**src/rtl/nibble_serial_adder.sv**
```systemverilog
// Nibble-serial adder: streams W-bit operands one 4-bit slice per cycle
// through an external 4-bit full adder and reassembles the sum.
module nibble_serial_adder #(
    parameter int unsigned NIBBLES = 4
) (
    input  logic                 clk,
    input  logic                 rst_n,
    input  logic                 in_valid,
    output logic                 in_ready,
    input  logic [4*NIBBLES-1:0] op_a,
    input  logic [4*NIBBLES-1:0] op_b,
    input  logic                 op_cin,
    output logic [3:0]           add_a,
    output logic [3:0]           add_b,
    output logic                 add_cin,
    input  logic [3:0]           add_sum,
    input  logic                 add_cout,
    output logic                 out_valid,
    input  logic                 out_ready,
    output logic [4*NIBBLES-1:0] result,
    output logic                 cout,
    output logic                 ovf
);

    localparam int unsigned W  = 4 * NIBBLES;
    localparam int unsigned IW = (NIBBLES > 1) ? $clog2(NIBBLES) : 1;
    localparam logic [IW-1:0] LAST = IW'(NIBBLES - 1);

    typedef enum logic [1:0] {
        IDLE = 2'd0,
        RUN  = 2'd1,
        DONE = 2'd2
    } state_t;

    state_t        state;
    logic [W-1:0]  a_lat;
    logic [W-1:0]  b_lat;
    logic [IW-1:0] idx;
    logic [IW-1:0] idx_nxt;
    logic [IW+1:0] bit_cur;
    logic [IW+1:0] bit_nxt;

    // Bit offsets of the nibble being added now and of the one presented next;
    // the next index is folded to 0 on the last nibble so it never selects out of range.
    always_comb begin
        idx_nxt = (idx == LAST) ? '0 : idx + IW'(1);
        bit_cur = {idx, 2'b00};
        bit_nxt = {idx_nxt, 2'b00};
    end

    // Control FSM and datapath; add_cin doubles as the ripple carry register.
    always_ff @(posedge clk) begin
        if (!rst_n) begin
            state     <= IDLE;
            in_ready  <= 1'b1;
            out_valid <= 1'b0;
            a_lat     <= '0;
            b_lat     <= '0;
            idx       <= '0;
            add_a     <= 4'd0;
            add_b     <= 4'd0;
            add_cin   <= 1'b0;
            result    <= '0;
            cout      <= 1'b0;
            ovf       <= 1'b0;
        end else begin
            case (state)
                IDLE: begin
                    if (in_valid) begin
                        a_lat    <= op_a;
                        b_lat    <= op_b;
                        idx      <= '0;
                        add_a    <= op_a[3:0];
                        add_b    <= op_b[3:0];
                        add_cin  <= op_cin;
                        cout     <= 1'b0;
                        ovf      <= 1'b0;
                        in_ready <= 1'b0;
                        state    <= RUN;
                    end
                end

                RUN: begin
                    result[bit_cur +: 4] <= add_sum;
                    idx                  <= idx_nxt;
                    if (idx == LAST) begin
                        cout      <= add_cout;
                        ovf       <= (a_lat[W-1] == b_lat[W-1]) && (add_sum[3] != a_lat[W-1]);
                        add_a     <= 4'd0;
                        add_b     <= 4'd0;
                        add_cin   <= 1'b0;
                        out_valid <= 1'b1;
                        state     <= DONE;
                    end else begin
                        add_a   <= a_lat[bit_nxt +: 4];
                        add_b   <= b_lat[bit_nxt +: 4];
                        add_cin <= add_cout;
                    end
                end

                DONE: begin
                    if (out_ready) begin
                        out_valid <= 1'b0;
                        in_ready  <= 1'b1;
                        state     <= IDLE;
                    end
                end

                default: begin
                    out_valid <= 1'b0;
                    in_ready  <= 1'b1;
                    add_a     <= 4'd0;
                    add_b     <= 4'd0;
                    add_cin   <= 1'b0;
                    state     <= IDLE;
                end
            endcase
        end
    end

endmodule

```
**config.mk**
```make
export PLATFORM = sky130hd
export DESIGN_NAME = nibble_serial_adder
export DESIGN_NICKNAME = d
export VERILOG_FILES = /design/src/rtl/nibble_serial_adder.sv
export SDC_FILE = /design/constraint.sdc
export NUM_CORES = 1
export LEC_CHECK = 0
export ABC_AREA = 1
export BUFFER_PORTS_ARGS = -buffer_cell sky130_fd_sc_hd__buf_2
export CAP_MARGIN = 0
export CORE_UTILIZATION = 50
export DETAILED_ROUTE_END_ITERATION = 16
export PLACE_DENSITY = 0.76
export SLEW_MARGIN = 20
export SYNTH_ARGS = -nofsm -noshare
export SYNTH_HDL_FRONTEND = slang
export SYNTH_SLANG_ARGS = --single-unit
export TNS_END_PERCENT = 10
```
**constraint.sdc**
```tcl
create_clock -name clk -period 3.2 [get_ports clk]
set_input_delay 0.96 -clock clk [delete_from_list [all_inputs] [get_ports clk]]
set_output_delay 0.96 -clock clk [all_outputs]
set_load 0.005 [all_outputs]
```
Word level (Yosys, flattened, before mapping) --
Cells that the tools add are included.
Storage, ports and cells: flip-flop bits (word level) 65, output and inout bits 29, input port bits 42
Operators by class: bitwise gates (word level) 3, muxes and demuxes 27, equal/unequal tests 8, add/subtract/negate cells 2, shifts and indexed selects 4, reduce and logical (&&, ||, !) cells 10
Operator list (number):
- $shiftx 16x5->4 | 2
- $pmux 4 s3 | 2
- $bwmux 16 | 1
- $mux 4 | 4
- $shift 4x6->16 const A | 1
- $shiftx 4x6->16 | 1
- $reduce_and 3->1 | 4
- $mux 2 | 5
- $pmux 1 s3 | 3
- $mux 1 | 8
- $ne 2x2->1 const B | 3
- $neg 4->6 | 1
- $pmux 2 s3 | 1
- $reduce_and 2->1 | 3
- $eq 2x2->1 const B | 2
- $pmux 1 s2 | 2
- $pmux 2 s2 | 1
- $not 1->1 | 3
- $add 2x1->2 const B | 1
- $eq 2x1->1 const B | 1
- $logic_not 2->1 | 1
- $reduce_bool 2->1 | 1
- $eq 1x1->1 | 1
- $logic_and 1x1->1 | 1
- $ne 1x1->1 | 1

Logic depth before layout (Yosys ltp) --
Gate-level depths: netlist of run 1.
word-level depth 5, gate-level depth with buffers 12, gate-level depth less buffers 10

Worst setup path before layout of run 1 --
No wires, ideal clock.
kind flip-flop to flip-flop, start register idx[0], end register add_a[3], slack 1451 ps, stages on the path, launching flop included 11, arrival time 1615 ps, path buffers 3, cell sequence dfxtp_1 > buf_6 > inv_2 > buf_2 > ha_1 > clkbuf_1 > nand3_1 > nand3_1 > nand2_1 > nand2_1 > a21oi_2
On the way: cells in the longest elaborated chain, start to end 5, elaborated cells between the ends (all ways) 6, those cells by class add/sub (1); eq/ne (1); shift (1); mux (3)
Ends and longest elaborated chain:
- from (decl) | RTL line 38 | logic [IW-1:0] idx;
- from (signal assigned) | RTL line 85 | idx <= idx_nxt;
- $add 2x1->2 / $eq 2x2->1 (equally long branches) | RTL line 46, 86
- $mux 2 | RTL line 46 | idx_nxt = (idx == LAST) ? '0 : idx + IW'(1);
- $shiftx 16x5->4 | RTL line 95 | add_a <= a_lat[bit_nxt +: 4];
- $mux 4 * | RTL line 86 | if (idx == LAST) begin
- $pmux 4 s3 * | RTL line 67 | case (state)
- to (signal assigned) | RTL line 73 | add_a <= op_a[3:0];
- to (signal assigned) | RTL line 95
- to (decl) | RTL line 13 | output logic [3:0] add_a,
Mark *: on every way between the ends. The rest lies on a longest branch, timed or not. A chain may end at the register's enable or synchronous reset.

Worst setup path in the final report of run 1 --
start register idx[0], end register add_a[2]
Same word-level chain as after synthesis.

==> metrics.txt, run 1 <==
Area contributors post-synth=dfxtp_1 (45%), nand2_1 (14%), a21oi_1 (6.2%); Synth top cells by count=nand2_1 (108), dfxtp_1 (65), nor2_1 (48); Synth top area share=0.450; # rows=27; synthesized net count=448; CTS Sinks=65; hold buffers post-CTS=0; Hold Slack=0.455 ns; sequential share of power=0.492; CP endpoint kind=flop; share of cells above drive strength 1=0.235; sequential area share after synthesis=0.450; critical path startpoint category=flop; first-pass GRT wire length=11.4 mm; antenna cells=0; largest net degree at the start of global routing=41; die area=6090 µm²; # setup viols final=0; relative slew slack=0.586; synthesized cell area=2890 µm²; logic gate share of total power=0.163; Post-route DRC=0; setup slack, reg-to-reg=1.05 ns; RSZ-0062 raised after global routing=no; Design Power=1810 µW; Synth Flop Type=dfxtp_1; Switch Pwr=roughly 520 µW; Async S/R FF share, synth=0; reg2reg start=idx[0]$_SDFFE_PN0P_; NumNets Final=513; critical path class=flop to flop; Clock power frac=0.345; Crit Path Max Fanout=14; Synth area leader=dfxtp_1; synthesized flop and latch total=65; status=finished clean; Ports=between 70 and 80; TritonCTS buffer count=9; dominant cell by count in the synthesized netlist=nand2_1; final setup TNS=0 ns; post_cts resized=0; max incr delay on CP=0.62 ns; Detailed Place HPWL=4.67 mm; Leakage=0.00157 µW; Post-Syn Instances=402; Max Slew Vio Count=0; reg2reg end=add_a[2]$_SDFFE_PN0P_; P&R area growth vs syn=18.2%; initial antenna violation count=0; hold worst-path end=result[1]$_SDFFE_PN0P_; Chip Width=78.0 µm; Placer Congestion=0.810; 1st-pass router iterations=4; YS warnings=0; wire per inst=12.6 µm; Critical Path Most Common Cell=nand2_1; Crit-path slowest cell=ha_1; number of port buffers=70; CTS tree=built; Clk Latency, worst-skew pair=approximately 0.34 ns; drt first-iter violations=174; cell count of the worst reg-to-reg path=10; Unique masters post-synth=29; Sw Share=0.287; clk slew on worst S/H paths=0.07 ns; vias post-DR=2,795; worst vdd ir=0.000306 V; P_int=1290 µW; final WL=~6.9 mm; vias in the first global route=2,649; vias per cell=a little over 5; final setup margin=1.05 ns; Worst EP required=3.47 ns; H-tree levels=3; max cap viols=0; All-Layer GR Usage=0.241; grt ovf=0; cell chain of the critical path=inv_2 > ha_1 > inv_1 > nor2_1 > nand2_1 > nand2_1 > nand2_1 > nand2_1 > nand2_1 > a21oi_1; Mean Syn Cell Area=7.19 µm²; fin crit share=0.673; pre-CTS setup slack=0.929 ns; pwr dens=530 nW/µm²; Fmax=approximately 460 MHz; Post-synth EDFFs=0; setup bufs post-CTS=0; Final Hold Viols=0; Routed Antenna Nets=0; Hold Startpoint=result[1]$_SDFFE_PN0P_; CP arrival=2.42 ns; Hold Crit Class=flop to flop; hold path cells=2; maximum clock path buffer count=2; Final Skew=0.00382 ns; worst-margin pin slew=approximately 0.62 ns; Die Y=78.0 µm; Starting Density=0.522; Core Box Area=5540 µm²; clk root buf=clkbuf_8; post-layout min period=2.15 ns
layout by cell type, fill, tap and decap left out:
cell      count
o21ai_1       2
clkinv_2      3
nor3_1        9
buf_4         3
inv_2         9
buf_2        70
nand3b_1      1
o211ai_1      1
nor2_2        1
o21ai_2       1
a211oi_1      5
clkbuf_8     11
clkinv_1      2
inv_1        17
nor2_4        1
or3_1         1
a21oi_1      36
clkbuf_1      2
ha_1          4
a21oi_2       6
o31ai_1       1
nor2_1       48
nand2_4       1
o211a_1       1
o21ai_0      30
nor2_8        1
dfxtp_1      65
nand2_2       4
nand3_1      28
nand2_1     108
layer usage:
metal	up-vias	part of all wire	global-route usage
li1	1431	-	-
met1	1256	0.44	0.282
met2	89	0.47	0.399
met3	19	0.057	0.0465
met4	0	0.031	0.163
met5	-	0	0
layout make-up:
class | instances | area, µm²
sequential | 65 | 1300
clock inverter | 3 | 15.0
fill | 548 | 2120
multi-input combinational | 290 | 1370
tap | 72 | 90.1
clock buffer | 13 | 159
inverter | 28 | 105
timing repair buffer | 73 | 373
critical path: cells and delay by family, from the launching register on:
kind / cells / cell delay [ns]
buffers and inverters: 2 / 0.48
DFF: 1 / 0.34
and+or+nand+nor: 6 / 0.51
AOI/OAI and AO/OA: 1 / 0.13
adders and majority gates: 1 / 0.62
metrics by stage:
stage	utilization	instances	instance area [µm²]
after floorplan	-	402	2890
after global placement	0.585	528	3240
after detailed placement	0.585	528	3240
after CTS	0.617	544	3420
after global routing	0.617	544	3420
final	0.617	544	3420
worst max-delay path by stage:
stage | slack, ns | cells past startpoint | end | from
after floorplan | 1.45 | 10 | add_a[3]$_SDFFE_PN0P_ | idx[0]$_SDFFE_PN0P_
after global placement | 1.02 | 7 | ovf$_SDFFE_PN0P_ | in_valid
after detailed placement | 0.93 | 6 | a_lat[10]$_SDFFE_PN0P_ | in_valid
after CTS | 1.09 | 10 | add_a[2]$_SDFFE_PN0P_ | idx[0]$_SDFFE_PN0P_
after global routing | 0.80 | 10 | add_a[0]$_SDFFE_PN0P_ | idx[0]$_SDFFE_PN0P_
final | 1.05 | 10 | add_a[2]$_SDFFE_PN0P_ | idx[0]$_SDFFE_PN0P_
kinds of logic (layout without fill, tap and decap cells):
family / Yosys count / count (layout) / synth area share
and+or+nand+nor: 203 / 203 / 0.297
AOI/OAI and AO/OA: 83 / 83 / 0.161
DFF: 65 / 65 / 0.450
buffers and inverters: 47 / 117 / 0.0749
adders and majority gates: 4 / 4 / 0.0173
power by group through the flow:
stage,logic (µW),clock network [µW],registers [µW]
2_1_floorplan,206,0,906
5_1_grt,335,667,896
3_5_place_dp,293,0,908
3_3_place_gp,287,0,908
6_report,294,624,891
4_1_cts,295,632,890
registers in the layout, summed over array words and instances, names as in the netlist:
signal     count
b_lat         16
a_lat         16
add_a          4
add_cin        1
out_valid      1
ovf            1
add_b          4
cout           1
idx            2
in_ready       1
result        16
state          2
Power figures use the tool's default switching activity.
==> run 2: changes to the inputs <==
Clock period 3.2 ns to 2 ns, I/O delays scaled along.
==> run 2 against run 1 <==
Compared with the run above: clock skew grew 0.00053 ns; cell area grew 2.1%; sequential share of layout area shrank 0.79 points.
==> metrics.txt, run 2 (same netlist as run 1, synthesis figures left out) <==
status=finished clean; NumNets Final=519; Ports=71; post-layout util=0.630; most frequent cells in the layout=nand2_1 (108), buf_2 (70), dfxtp_1 (65); critical path class=flop to flop; CP endpoint kind=flop; antenna cells=0; worst vdd ir=0.000478 V; CP arrival=1.95 ns; Routed Antenna Nets=0; CTS tree=built; critical path startpoint category=flop; Crit Path Max Fanout=13; first-pass GRT wire length=12.1 mm; 1st-pass router iterations=5; Placer Congestion=slightly above 0.8; Core Box Area=5540 µm²; Post-route DRC=0; pwr dens=863 nW/µm²; hold buffers post-CTS=0; # rows=27; Max Slew Vio Count=0; CTS Sinks=65; fin crit share=0.835; Leakage=0.00161 µW; clk root buf=clkbuf_8; Worst path depth=6; vias per cell=5.12; P&R area growth vs syn=20.7%; All-Layer GR Usage=0.255; initial antenna violation count=0; vias in the first global route=2,783; final setup margin=0.331 ns; Detailed Place HPWL=5.01 mm; cell chain of the critical path=inv_1 > ha_1 > buf_4 > nand2_1 > or3_1 > a21oi_1; worst-margin pin slew=0.407 ns; clk slew on worst S/H paths=0.07 ns; WP buf/inv=2; # setup viols final=0; number of port buffers=70; share of cells above drive strength 1=0.243; cell count of the worst reg-to-reg path=6; max cap viols=0; post-layout min period=about 1.7 ns; wire per inst=12.9 µm; post_cts resized=0; max incr delay on CP=0.39 ns; Hold Crit Class=flop to flop; reg2reg start=idx[1]$_SDFFE_PN0P_; reg2reg end=result[10]$_SDFFE_PN0P_; pre-CTS setup slack=0.371 ns; hold worst-path end=result[3]$_SDFFE_PN0P_; Clk Latency, worst-skew pair=roughly 0.34 ns; Worst EP required=2.28 ns; setup slack, reg-to-reg=0.33 ns; Final Skew=0.00435 ns; design area=approximately 3500 µm²; maximum clock path buffer count=2; vias post-DR=2,815; Design Power=3010 µW; RSZ-0062 raised after global routing=no; H-tree levels=3; grt ovf=0; TritonCTS buffer count=9; Crit-path slowest cell=or3_1; Final Hold Viols=0; Hold Startpoint=result[3]$_SDFFE_PN0P_; placed instance area=3300 µm²; Die Y=78.0 µm; hold path cells=2; Regs by FF count=a_lat (16), b_lat (16), result (16); Top delay family on crit path=simple AND/OR/NAND/NOR gates; die area=6090 µm²; Fmax=599 MHz; setup bufs post-CTS=0; most common cell after layout, fill and taps aside=nand2_1; drt first-iter violations=157; Chip Width=78.0 µm; final setup TNS=0 ns; relative slew slack=0.729; largest net degree at the start of global routing=41; final WL=between 7 and 8 mm; Starting Density=0.522
[run 2: cell types whose count changed in the layout (fill, tap and decap cells not counted)]
cell / change
buf_12: +1
clkbuf_8: -1
buf_4: +5
bufinv_16: +1
clkinv_2: -1
clkbuf_1: +1
[run 2: worst max path at each step]
stage,from,slack (ns),endpoint
after floorplan,idx[0]$_SDFFE_PN0P_,0.25,add_a[3]$_SDFFE_PN0P_
after global placement,idx[1]$_SDFFE_PN0P_,0.44,result[10]$_SDFFE_PN0P_
after detailed placement,idx[1]$_SDFFE_PN0P_,0.37,result[10]$_SDFFE_PN0P_
after CTS,idx[1]$_SDFFE_PN0P_,0.35,result[10]$_SDFFE_PN0P_
after global routing,idx[1]$_SDFFE_PN0P_,0.17,result[10]$_SDFFE_PN0P_
final,idx[1]$_SDFFE_PN0P_,0.33,result[10]$_SDFFE_PN0P_
[run 2: where the power goes]
part           switching, µW  leakage [µW]  total (µW)  internal [µW]
clock network            484     0.0000974        1090            607
logic                    303      0.000981         489            186
registers               46.9      0.000534        1430           1380
total                    834       0.00161        3010           2180
[run 2: layer usage]
layer,part of all wire,global-route usage
met5,0,0
met4,0.028,0.165
met3,0.053,0.0523
met2,0.48,0.427
met1,0.43,0.296
[run 2: area by class of cell]
type                       instances  area (µm²)
fill                             533        2050
timing repair buffer              79         430
clock inverter                     3        40.0
inverter                          28         105
multi-input combinational        290        1370
clock buffer                      13         149
sequential                        65        1300
tap                               72        90.1
[run 2: worst reg2reg max path, cell delays in order (launching register included)]
cell and delay [ns]:
dfxtp_1 0.38, inv_1 0.08, ha_1 0.29, buf_4 0.19
nand2_1 0.15, or3_1 0.39, a21oi_1 0.12
[run 2: per-stage QoR]
step | hold WS, ns | cells
final | 0.457 | 550
after global placement | 0.438 | 534
after detailed placement | 0.444 | 534
after global routing | 0.473 | 550
after floorplan | 0.429 | 402
after CTS | 0.457 | 550
==> run 3: changes to the inputs <==
Clock period 2 ns to 1.6 ns, I/O delays scaled along.
==> run 3 against run 2 <==
Compared with the run above: critical path depth did not move; sequential power is 25% higher; clock power rose by 8%; setup slack lost 0.23 ns; routed wire length down 1.6%; sequential cell count unchanged; global-route usage shrank 0.41 points; utilization rose by 0.75 points; hold slack lost 0.10 ns; critical path type unchanged; largest power group unchanged.
==> metrics.txt, run 3 (same netlist as run 1, synthesis figures left out) <==
status=finished clean; Hold Crit Class=primary input to flop; # setup viols final=0; Max Used Layer=met4; P&R area growth vs syn=22.1%; pre-CTS setup slack=roughly 0.11 ns; worst-margin pin slew=0.342 ns; Fmax=667 MHz; Ports=71; Clk Latency, worst-skew pair=~0.34 ns; antenna cells=0; placed instance area=3350 µm²; vias per cell=5.09; Regs by FF count=a_lat (16), b_lat (16), result (16); post-layout min period=1.50 ns; RSZ-0062 raised after global routing=no; met3 WL=304 µm; design area=approximately 3500 µm²; TritonCTS buffer count=9; critical path startpoint category=flop; wire per inst=~13 µm; most common cell after layout, fill and taps aside=nand2_1; Leakage=0.00163 µW; final WL=6.96 mm; Max Slew Vio Count=0; Core Box Area=5540 µm²; initial antenna violation count=0; All-Layer GR Usage=0.251; Crit Path Max Fanout=12; final setup TNS=0 ns; Post-route DRC=0; CP endpoint kind=flop; post-layout util=0.637; routed length on met2=3.39 mm; clk root buf=clkbuf_8; met1 wire length=~3.1 mm; Final Skew=0.00753 ns; CTS tree=built; hold buffers post-CTS=0; maximum clock path buffer count=2; vias post-DR=2,827; share of cells above drive strength 1=0.267; fin crit share=0.937; max cap viols=0; worst vdd ir=0.000469 V; # fillers=537; grt ovf=0; 1st-pass router iterations=4; die area=between 6000 and 7000 µm²; NumNets Final=525; clk slew on worst S/H paths=0.07 ns; Worst EP required=between 1.5 and 2 ns; drt first-iter violations=140; setup slack, reg-to-reg=0.10 ns; Routed Antenna Nets=0; Starting Density=0.522; Chip Width=78.0 µm; number of port buffers=70; most frequent cells in the layout=nand2_1 (108), buf_2 (70), dfxtp_1 (62); # rows=27; largest net degree at the start of global routing=36; critical path class=flop to flop; Final Hold Viols=0; Die Y=around 78 µm; CP arrival=around 1.8 ns; Detailed Place HPWL=roughly 5.1 mm; pwr dens=1020 nW/µm²; first-pass GRT wire length=roughly 12 mm; vias in the first global route=2,705; relative slew slack=0.770; CTS Sinks=65; final setup margin=0.101 ns; Design Power=3620 µW; H-tree levels=3; Placer Congestion=0.843
## run 3: final timing paths
check / from / cells past startpoint / to
worst max-delay path: idx[0]$_SDFFE_PN0P_ / 6 / result[10]$_SDFFE_PN0P_
worst min-delay path: op_a[7] / 3 / a_lat[7]$_SDFFE_PN0P_
worst max register to register: idx[0]$_SDFFE_PN0P_ / 6 / result[10]$_SDFFE_PN0P_
worst min register to register: result[1]$_SDFFE_PN0P_ / 2 / result[1]$_SDFFE_PN0P_
## run 3: per-layer routing
layer | global-route usage | vias up
li1 | - | 1451
met1 | 0.300 | 1294
met2 | 0.430 | 68
met3 | 0.0616 | 14
met4 | 0.104 | 0
met5 | 0 | -
## run 3: power by group
part / leakage (µW) / switching (µW) / total, µW / internal, µW
Sequential: 0.000536 / 59.9 / 1790 / 1730
Combinational: 0.00101 / 385 / 644 / 259
Clock: 0.0000887 / 597 / 1180 / 585
## run 3: repair_timing
action                                  CTS  global route
endpoints found under the setup margin    0             7
setup buffers                             0             1
gates resized for setup                   0             6
## run 3: layout make-up
cell class | instances | area [µm²] | area share
multi-input combinational | 290 | 1390 | 0.395
sequential | 65 | 1310 | 0.370
timing repair buffer | 85 | 475 | 0.135
clock buffer | 11 | 141 | 0.0401
inverter | 28 | 105 | 0.0298
tap | 72 | 90.1 | 0.0255
clock inverter | 4 | 20.0 | 0.00567
## run 3: worst max-delay path, stage by stage, from the launching register on
cell and delay [ns]:
dfxtp_2 0.34, inv_2 0.08, buf_4 0.19, ha_1 0.23, nand2_1 0.14, or3_1 0.33
a21oi_1 0.12
## run 3: through the flow
step                      hold WS [ns]  instances
after floorplan                  0.429        402
after global placement           0.439        539
after detailed placement         0.442        539
after CTS                        0.356        554
after global routing             0.362        555
final                            0.357        555
